===== config.mk =====
export PLATFORM = sky130hd
export DESIGN_NAME = tl_beat_rr_arbiter
export DESIGN_NICKNAME = d
export VERILOG_FILES = /design/src/rtl/tl_arb_pkg.sv /design/src/rtl/tl_rr_picker.sv /design/src/rtl/tl_beat_rr_arbiter.sv
export SDC_FILE = /design/constraint.sdc
export NUM_CORES = 1
export LEC_CHECK = 0
export ABC_AREA = 1
export CAP_MARGIN = 0
export CORE_MARGIN = 10
export CORE_UTILIZATION = 30
export CTS_CLUSTER_DIAMETER = 120
export CTS_CLUSTER_SIZE = 8
export DETAILED_ROUTE_END_ITERATION = 10
export PLACE_DENSITY_LB_ADDON = 0.08
export SYNTH_ARGS = -nofsm -noshare
export SYNTH_HDL_FRONTEND = slang
export SYNTH_SLANG_ARGS = --single-unit

===== constraint.sdc =====
create_clock -name clock -period 4.97 [get_ports clock]
set_clock_uncertainty 0.05 [all_clocks]
set_input_delay 0.994 -clock clock [delete_from_list [all_inputs] [get_ports clock]]
set_output_delay 0.994 -clock clock [all_outputs]
set_load 0.03 [all_outputs]

===== src/rtl/tl_arb_pkg.sv =====
// Shared types and helpers for the beat-locked round-robin channel arbiter.
package tl_arb_pkg;

    typedef enum logic {IDLE = 1'b0, BURST = 1'b1} state_e;

    localparam int MAX_REQ   = 8;
    localparam int MAX_SRC_W = 3;

    function automatic int src_w(input int n);
        return (n > 1) ? $clog2(n) : 1;
    endfunction

    // Scan ptr+1, ptr+2, ... modulo n; return the first requester with valid set.
    function automatic logic [MAX_SRC_W-1:0] rr_pick(input logic [MAX_REQ-1:0]   valid,
                                                     input logic [MAX_SRC_W-1:0] ptr,
                                                     input int                   n);
        logic [MAX_SRC_W-1:0] pick;
        logic                 found;
        int                   idx;
        pick  = '0;
        found = 1'b0;
        for (int k = 1; k <= MAX_REQ; k++) begin
            idx = (int'(ptr) + k) % n;
            if (k <= n && !found && valid[idx[MAX_SRC_W-1:0]]) begin
                pick  = idx[MAX_SRC_W-1:0];
                found = 1'b1;
            end
        end
        return pick;
    endfunction

endpackage


===== src/rtl/tl_rr_picker.sv =====
// Combinational rotate-priority encoder: first valid requester after ptr.
module tl_rr_picker
    import tl_arb_pkg::*;
#(
    parameter int N_REQ = 3,
    parameter int SRC_W = src_w(N_REQ)
) (
    input  logic [N_REQ-1:0] valid,
    input  logic [SRC_W-1:0] ptr,
    output logic [SRC_W-1:0] sel,
    output logic             any
);

    logic [MAX_REQ-1:0]   valid_w;
    logic [MAX_SRC_W-1:0] ptr_w;
    logic [MAX_SRC_W-1:0] pick;

    always_comb begin
        valid_w              = '0;
        valid_w[N_REQ-1:0]   = valid;
        ptr_w                = '0;
        ptr_w[SRC_W-1:0]     = ptr;
    end

    assign pick = rr_pick(valid_w, ptr_w, N_REQ);
    assign sel  = pick[SRC_W-1:0];
    assign any  = |valid;

endmodule


===== src/rtl/tl_beat_rr_arbiter.sv =====
// Round-robin arbiter for one TileLink-style channel; the grant stays locked
// to a requester until the last beat of its multi-beat message has fired.
module tl_beat_rr_arbiter
    import tl_arb_pkg::*;
#(
    parameter  int N_REQ  = 3,
    parameter  int DATA_W = 32,
    parameter  int BEAT_W = 4,
    localparam int SRC_W  = src_w(N_REQ)
) (
    input  logic                    clock,
    input  logic                    reset_n,
    input  logic [N_REQ-1:0]        req_valid,
    output logic [N_REQ-1:0]        req_ready,
    input  logic [N_REQ*BEAT_W-1:0] req_beats,
    input  logic [N_REQ*DATA_W-1:0] req_data,
    output logic                    out_valid,
    input  logic                    out_ready,
    output logic [DATA_W-1:0]       out_data,
    output logic [SRC_W-1:0]        out_src,
    output logic                    out_last,
    output logic [N_REQ-1:0]        grant,
    output logic                    busy
);

    state_e            state_q, state_d;
    logic [SRC_W-1:0]  ptr_q, ptr_d;
    logic [SRC_W-1:0]  lock_q, lock_d;
    logic [BEAT_W-1:0] remain_q, remain_d;

    logic [SRC_W-1:0]  sel;
    logic              any;
    logic [SRC_W-1:0]  gidx;
    logic [BEAT_W-1:0] beats_sel;
    logic              fire;

    logic [BEAT_W-1:0] beats_a [N_REQ];
    logic [DATA_W-1:0] data_a  [N_REQ];

    for (genvar g = 0; g < N_REQ; g++) begin : g_unpack
        assign beats_a[g] = req_beats[g*BEAT_W +: BEAT_W];
        assign data_a[g]  = req_data[g*DATA_W +: DATA_W];
    end

    tl_rr_picker #(
        .N_REQ (N_REQ),
        .SRC_W (SRC_W)
    ) u_picker (
        .valid (req_valid),
        .ptr   (ptr_q),
        .sel   (sel),
        .any   (any)
    );

    assign gidx      = (state_q == BURST) ? lock_q : sel;
    assign beats_sel = beats_a[sel];

    // Outputs are gated by reset_n so nothing is granted while reset is held.
    always_comb begin
        grant = '0;
        if (reset_n && (state_q == BURST || any)) begin
            grant[gidx] = 1'b1;
        end
    end

    assign out_valid = |(req_valid & grant);
    assign out_data  = data_a[gidx];
    assign out_src   = gidx;
    assign req_ready = out_ready ? grant : '0;
    assign busy      = reset_n && (state_q == BURST);
    assign fire      = out_valid && out_ready;
    assign out_last  = reset_n && ((state_q == IDLE) ? (beats_sel == '0)
                                                     : (remain_q == BEAT_W'(1)));

    always_comb begin
        state_d  = state_q;
        ptr_d    = ptr_q;
        lock_d   = lock_q;
        remain_d = remain_q;
        if (fire) begin
            if (state_q == IDLE) begin
                if (beats_sel == '0) begin
                    ptr_d = sel;
                end else begin
                    state_d  = BURST;
                    lock_d   = sel;
                    remain_d = beats_sel;
                end
            end else if (remain_q > BEAT_W'(1)) begin
                remain_d = remain_q - BEAT_W'(1);
            end else begin
                state_d  = IDLE;
                ptr_d    = lock_q;
                remain_d = '0;
            end
        end
    end

    always_ff @(posedge clock) begin
        if (!reset_n) begin
            state_q  <= IDLE;
            ptr_q    <= SRC_W'(N_REQ - 1);
            lock_q   <= '0;
            remain_q <= '0;
        end else begin
            state_q  <= state_d;
            ptr_q    <= ptr_d;
            lock_q   <= lock_d;
            remain_q <= remain_d;
        end
    end

`ifndef SYNTHESIS
    always @(posedge clock) begin
        if (reset_n) begin
            assert ($onehot0(grant))
                else $error("grant is not one-hot-or-zero: %b", grant);
            assert (!busy || grant == ({{(N_REQ-1){1'b0}}, 1'b1} << lock_q))
                else $error("burst grant %b does not match lock %0d", grant, lock_q);
            assert (!fire || $onehot(req_ready))
                else $error("fire with req_ready %b", req_ready);
        end
    end
`endif

endmodule


## Yosys cells after proc, flatten, opt, wreduce, memory -nomap -nowiden

Index checks and enable logic that the tools add are counted.
W data, S select, Z words.

| operators by class | value |
|---|---|
| magnitude comparators | 8 |
| add/subtract/negate cells | 4 |
| bitwise logic cells | 5 |
| reduce and logical (&&, ||, !) cells | 17 |
| multiplexer cells | 32 |
| eq/ne operators | 3 |
| divide/modulo/power cells | 3 |

Operators by type and width:

| operator | count |
|---|---|
| $mod A32 B3 Y32 const B | 3 |
| $bmux W32 S2 | 1 |
| $mux W32 | 2 |
| $mux W4 | 5 |
| $mux W2 | 7 |
| $lt A3 B4 Y1 const B | 3 |
| $mux W1 | 10 |
| $bmux W1 S3 | 3 |
| $bmux W4 S2 | 1 |
| $logic_and A1 B1 Y1 | 7 |
| $add A2 B2 Y3 const B | 2 |
| $ge A3 B3 Y1 const B | 2 |
| $mux W3 | 2 |
| $not A2 Y3 | 2 |
| $reduce_and A3 Y1 | 2 |
| $reduce_or A3 Y1 | 2 |
| $eq A4 B1 Y1 const B | 1 |
| $gt A4 B1 Y1 const B | 1 |
| $logic_not A4 Y1 | 1 |
| $ne A2 B2 Y1 const B | 2 |
| $sub A4 B1 Y4 const B | 1 |
| $add A2 B1 Y3 const B | 1 |
| $and A3 B3 Y3 | 1 |
| $lt A2 B3 Y1 const B | 1 |
| 7 further kinds | 9 |

| word-level totals | value |
|---|---|
| word-level logic and storage cells | 76 |
| output and inout port bits | 43 |
| flip-flop bits (word level) | 9 |
| input port bits | 114 |

## Longest topological paths before layout

| depth | value |
|---|---|
| depth in word-level cells | 21 |
| gate-level depth with buffers | 22 |
| gate-level depth less buffers | 22 |

## Hierarchy

From an unflattened synthesis, not the netlist that was laid out.

| unflattened totals | value |
|---|---|
| cell total of the unflattened synthesis | 338 |
| area total of the unflattened synthesis | 1729.2 um^2 |

By module, submodules not included:

| module | cells each | times used | area an instance (um^2) |
|---|---|---|---|
| tl_beat_rr_arbiter | 286 | 1 | 1447.6 |
| tl_rr_picker | 52 | 1 | 281.5 |

## Worst setup path before layout

Ideal clock, no wire load.

| path | value |
|---|---|
| path kind | input to output |
| start point | in req_valid[2] |
| end point | out out_data[22] |
| data arrival time | 2814 ps |
| data required time | 3926 ps |
| setup slack | 1112 ps |
| buffers on the path | 1 |
| stages | 11 |
| path through | nand2_1 a21oi_2 nand2_2 nand3_2 nand3_2 nand2_4 nand2_2 nand2_4 clkbuf_1 o21ai_0 o21ai_0 |

| on the way | value |
|---|---|
| word-level cells in the longest chain between the ends | 14 |
| elaborated cells on any way between the ends | 20 |
| classes of those cells | mux (15); bitwise (1); reduce/logical (4) |

Ends and longest elaborated chain:

| element | RTL line | RTL |
|---|---|---|
| start, declared | tl_beat_rr_arbiter.sv:13 | `input logic [N_REQ-1:0] req_valid,` |
| $bmux W1 S3 | tl_arb_pkg.sv:24 | `if (k <= n && !found && valid[idx[MAX_SRC_W-1:0]]) begin` |
| $mux W1 (not written as such) | tl_arb_pkg.sv:24 |  |
| $mux W1 | tl_arb_pkg.sv:24 |  |
| $logic_not A1 Y1 | tl_arb_pkg.sv:24 |  |
| $logic_and A1 B1 Y1 | tl_arb_pkg.sv:24 |  |
| $mux W1 | tl_arb_pkg.sv:24 |  |
| $logic_not A1 Y1 | tl_arb_pkg.sv:24 |  |
| $logic_and A1 B1 Y1 | tl_arb_pkg.sv:24 |  |
| $mux W2 (*) | tl_arb_pkg.sv:24 |  |
| $mux W2 (*) | tl_beat_rr_arbiter.sv:55 | `assign gidx = (state_q == BURST) ? lock_q : sel;` |
| $not A2 Y3 (not written as such) (*) | tl_beat_rr_arbiter.sv:67 | `assign out_data = data_a[gidx];` |
| $bmux W32 S2 (*) | tl_beat_rr_arbiter.sv:67 |  |
| $mux W32 (not written as such) (*) (2 in series) | tl_beat_rr_arbiter.sv:67 |  |
| end, declared | tl_beat_rr_arbiter.sv:19 | `output logic [DATA_W-1:0] out_data,` |

Every way passes the cells marked *; elsewhere a longest branch is shown, timed or not. The select of a mux whose other input is x is not followed.

## Final worst setup path

| path | value |
|---|---|
| start point | in req_valid[2] |
| end point | out out_valid |

| on the way | value |
|---|---|
| word-level cells in the longest chain between the ends | 17 |
| elaborated cells on any way between the ends | 27 |
| classes of those cells | order compare (2); mux (15); bitwise (1); reduce/logical (9) |

Ends and longest elaborated chain:

| element | RTL line | RTL |
|---|---|---|
| $bmux W1 S3 | tl_arb_pkg.sv:24 |  |
| $mux W1 (not written as such) | tl_arb_pkg.sv:24 |  |
| $mux W1 | tl_arb_pkg.sv:24 |  |
| $logic_not A1 Y1 | tl_arb_pkg.sv:24 |  |
| $logic_and A1 B1 Y1 | tl_arb_pkg.sv:24 |  |
| $mux W1 | tl_arb_pkg.sv:24 |  |
| $logic_not A1 Y1 | tl_arb_pkg.sv:24 |  |
| $logic_and A1 B1 Y1 | tl_arb_pkg.sv:24 |  |
| $mux W2 | tl_arb_pkg.sv:24 |  |
| $mux W2 | tl_beat_rr_arbiter.sv:55 |  |
| $lt A2 B3 Y1 (not written as such) or $ge A2 B1 Y1 (tied branches) | tl_beat_rr_arbiter.sv:62 | `grant[gidx] = 1'b1;` |
| $logic_and A1 B1 Y1 (not written as such) | tl_beat_rr_arbiter.sv:62 |  |
| $mux W1 (not written as such) | tl_beat_rr_arbiter.sv:62 |  |
| $demux W1 S2 | tl_beat_rr_arbiter.sv:62 |  |
| $mux W3 | tl_beat_rr_arbiter.sv:61 | `if (reset_n && (state_q == BURST \|\| any)) begin` |
| $and A3 B3 Y3 (*) | tl_beat_rr_arbiter.sv:66 | `assign out_valid = \|(req_valid & grant);` |
| $reduce_or A3 Y1 (*) | tl_beat_rr_arbiter.sv:66 |  |
| end, declared | tl_beat_rr_arbiter.sv:17 | `output logic out_valid,` |

Marks and branches as above.

==> run metrics <==
status completed; row count 28; DR iter-0 viols 129; Final Hold Vio Count 0; Inst Count DP 563; Hold WS 0.439 ns; clk slew on worst S/H paths 0.04 ns; Most used DFF post-synth dfxtp_1; # IOs 157; sequential share of the synthesized area 0.100; Worst slew margin 0.638; CTS tree built; drt drc 0; worst reg2reg path depth 17; CP startpoint kind primary input; commonest non-fill, non-tap cell in the layout clkdlybuf4s50_1; Area Growth Syn to Fin 91.0%; Crit path required time 3.93 ns; Fin Setup TNS 0 ns; slowest cell on the critical path clkdlybuf4s50_1; Hold WC Path Type flop to flop; Power per Cell Area 696 mW/mm2; Netlist Area Pre-Place 0.00179 mm2; Sw Share 0.619; CP Max Fanout 19; Final min period 4.59 ns; Cell Area, Placed 0.00338 mm2; post-synth net total 462; Core Area 0.00585 mm2; largest net degree at the start of global routing 33; # diodes 0; Clock Latency Late Sink 0.23 ns; worst path cell trace clkdlybuf4s50_1, nand2_1, a21oi_2, nand2_2, nand2_1, nand2_1, nand2_2, nand3_2, nand2_4, nand2_4, nor2_4, nand2_2, nand3_4, clkdlybuf4s50_1; die area 0.00947 mm2; via count 2712; leakage 1.58 nW; Die Y 97.3 um; crit-path max cell delay 0.72 ns; Combinational Power Share 0.919; final core occ 0.586; Fill cells 608; Critical Path AT 3.54 ns; final instance area 0.00343 mm2; measured slew at the worst slew-check pin 0.543 ns; Synth Register Bits 9; IO Port Bufs 156; clock power share 0.036; Slew Viols, Final 0; htree depth 1; Post-synth EDFFs 0; Avg Inst Size Synth 5.29 um2; CTS Hold Bufs 0; Num CTS Buffers 3; post-DP HPWL 7.76 mm; antenna viol nets, final 0; TritonRoute pass-1 iters 4; Initial Util 0.307; cells after synthesis 339; RSZ-0062 raised after global routing false; multi-input logic area 0.00144 mm2; DRT Wirelength 9.37 mm; Via density 4.78; internal power 0.000910 W; Switching Power 0.00148 W; root buffer cell clkbuf_8; crit share post-route 0.923; MaxCap Viol Count 0; maximum vdd drop 0.356 mV; final setup fails 0; Layout Cells excl Fill 567; Cell variety after synth 27; drt wl/cell 16.5 um; nets@finish 616; clock buffer depth 2; Reg area 180 um2; gr usage total 0.182; antenna violations before repair 0; Post-CTS Setup Bufs 0; clk sinks 9; share of cells above drive strength 1 0.152; Die Width 97.3 um; asr flop ratio synth 0; YS warnings 0; Reg power frac 0.045; GPL Wtd Cong 0.909; GRT overflow 0; cell depth of the worst hold path 2; vias in the first global route 2520; fmax 0.218 GHz; endpoint class of the critical path output pin; most frequent cells in the layout 122 x clkdlybuf4s50_1, 89 x nand2_1, 65 x o21ai_0, 56 x nor2_1, 37 x buf_4; critical setup path kind primary input to output pin; first-pass GRT wire length 14.7 mm
-- final timing paths --
check | start | endpoint | slack, ns
worst min register to register | lock_q[0] | lock_q[0] | 0.44
worst max-delay path | req_valid[2] | out_valid | 0.38
worst max register to register | ptr_q[1] | remain_q[3] | 2.13
worst min-delay path | lock_q[0] | lock_q[0] | 0.44
-- per-stage QoR --
| stage | setup WS [ns] | power [W] |
|---|---|---|
| 2_1_floorplan | 1.11 | 0.00148 |
| 3_3_place_gp | 0.331 | 0.00230 |
| 3_5_place_dp | 0.267 | 0.00231 |
| 4_1_cts | 0.238 | 0.00241 |
| 5_1_grt | 0.162 | 0.00257 |
| 6_report | 0.382 | 0.00239 |
-- final cells by class --
| class | count | area share |
|---|---|---|
| Timing Repair Buffer | 162 | 0.453 |
| Multi-Input combinational cell | 287 | 0.421 |
| Sequential cell | 9 | 0.0526 |
| Inverter | 30 | 0.0332 |
| Tap cell | 75 | 0.0274 |
| Clock buffer | 4 | 0.0131 |
-- Yosys cell counts (all sizes together) (2+ instances only) --
library cell / count / area [um2]
nand2: 102 / 450
o21ai: 69 / 345
nor2: 63 / 257
inv: 28 / 105
nand3: 21 / 133
dfxtp: 9 / 180
ha: 9 / 113
buf: 7 / 37.5
a21oi: 6 / 37.5
clkbuf: 6 / 22.5
nand4: 5 / 31.3
nor3: 5 / 25.0
o22ai: 4 / 25.0
clkinv: 2 / 8.75
xnor2: 2 / 17.5
-- worst max-delay path: cells and delay by family --
family	cells	cell delay (ns)
AND/OR/NAND/NOR	11	1.09
buffers and inverters	2	1.27
AO/OA/AOI/OAI	1	0.18
-- repair_timing --
item | in CTS | in global routing
endpoints found under the hold margin | 0 | 0
resized for setup | 0 | 1
setup endpoints to repair | 0 | 1
-- state kept, by name (all words and copies together) (netlist names) --
register  cells
ptr_q         2
remain_q      4
state_q       1
lock_q        2
-- per-layer routing --
layer / up-vias / global-route usage / share of wire
met3: 4 / 0.0505 / 0.078
met4: 0 / 0.0224 / 0.0081
met1: 1198 / 0.221 / 0.42
met5: - / 0 / 0
met2: 107 / 0.319 / 0.49
li1: 1403 / - / -
-- power by group through the flow --
stage | Sequential (W) | Combinational, W | Clock, W
6_report | 0.000108 | 0.00219 | 0.0000866
5_1_grt | 0.000110 | 0.00237 | 0.0000918
4_1_cts | 0.000107 | 0.00221 | 0.0000891
3_5_place_dp | 0.000108 | 0.00221 | 0
3_3_place_gp | 0.000108 | 0.00220 | 0
2_1_floorplan | 0.000104 | 0.00138 | 0
-- cells by family after synthesis --
family	synth area share
AND/OR/NAND/NOR	0.503
AO/OA/AOI/OAI	0.227
buffers and inverters	0.0969
adder cells (fa/ha/maj)	0.0628
flip-flops	0.100
XOR/XNOR	0.00976
(Power assumes the default switching activity.)
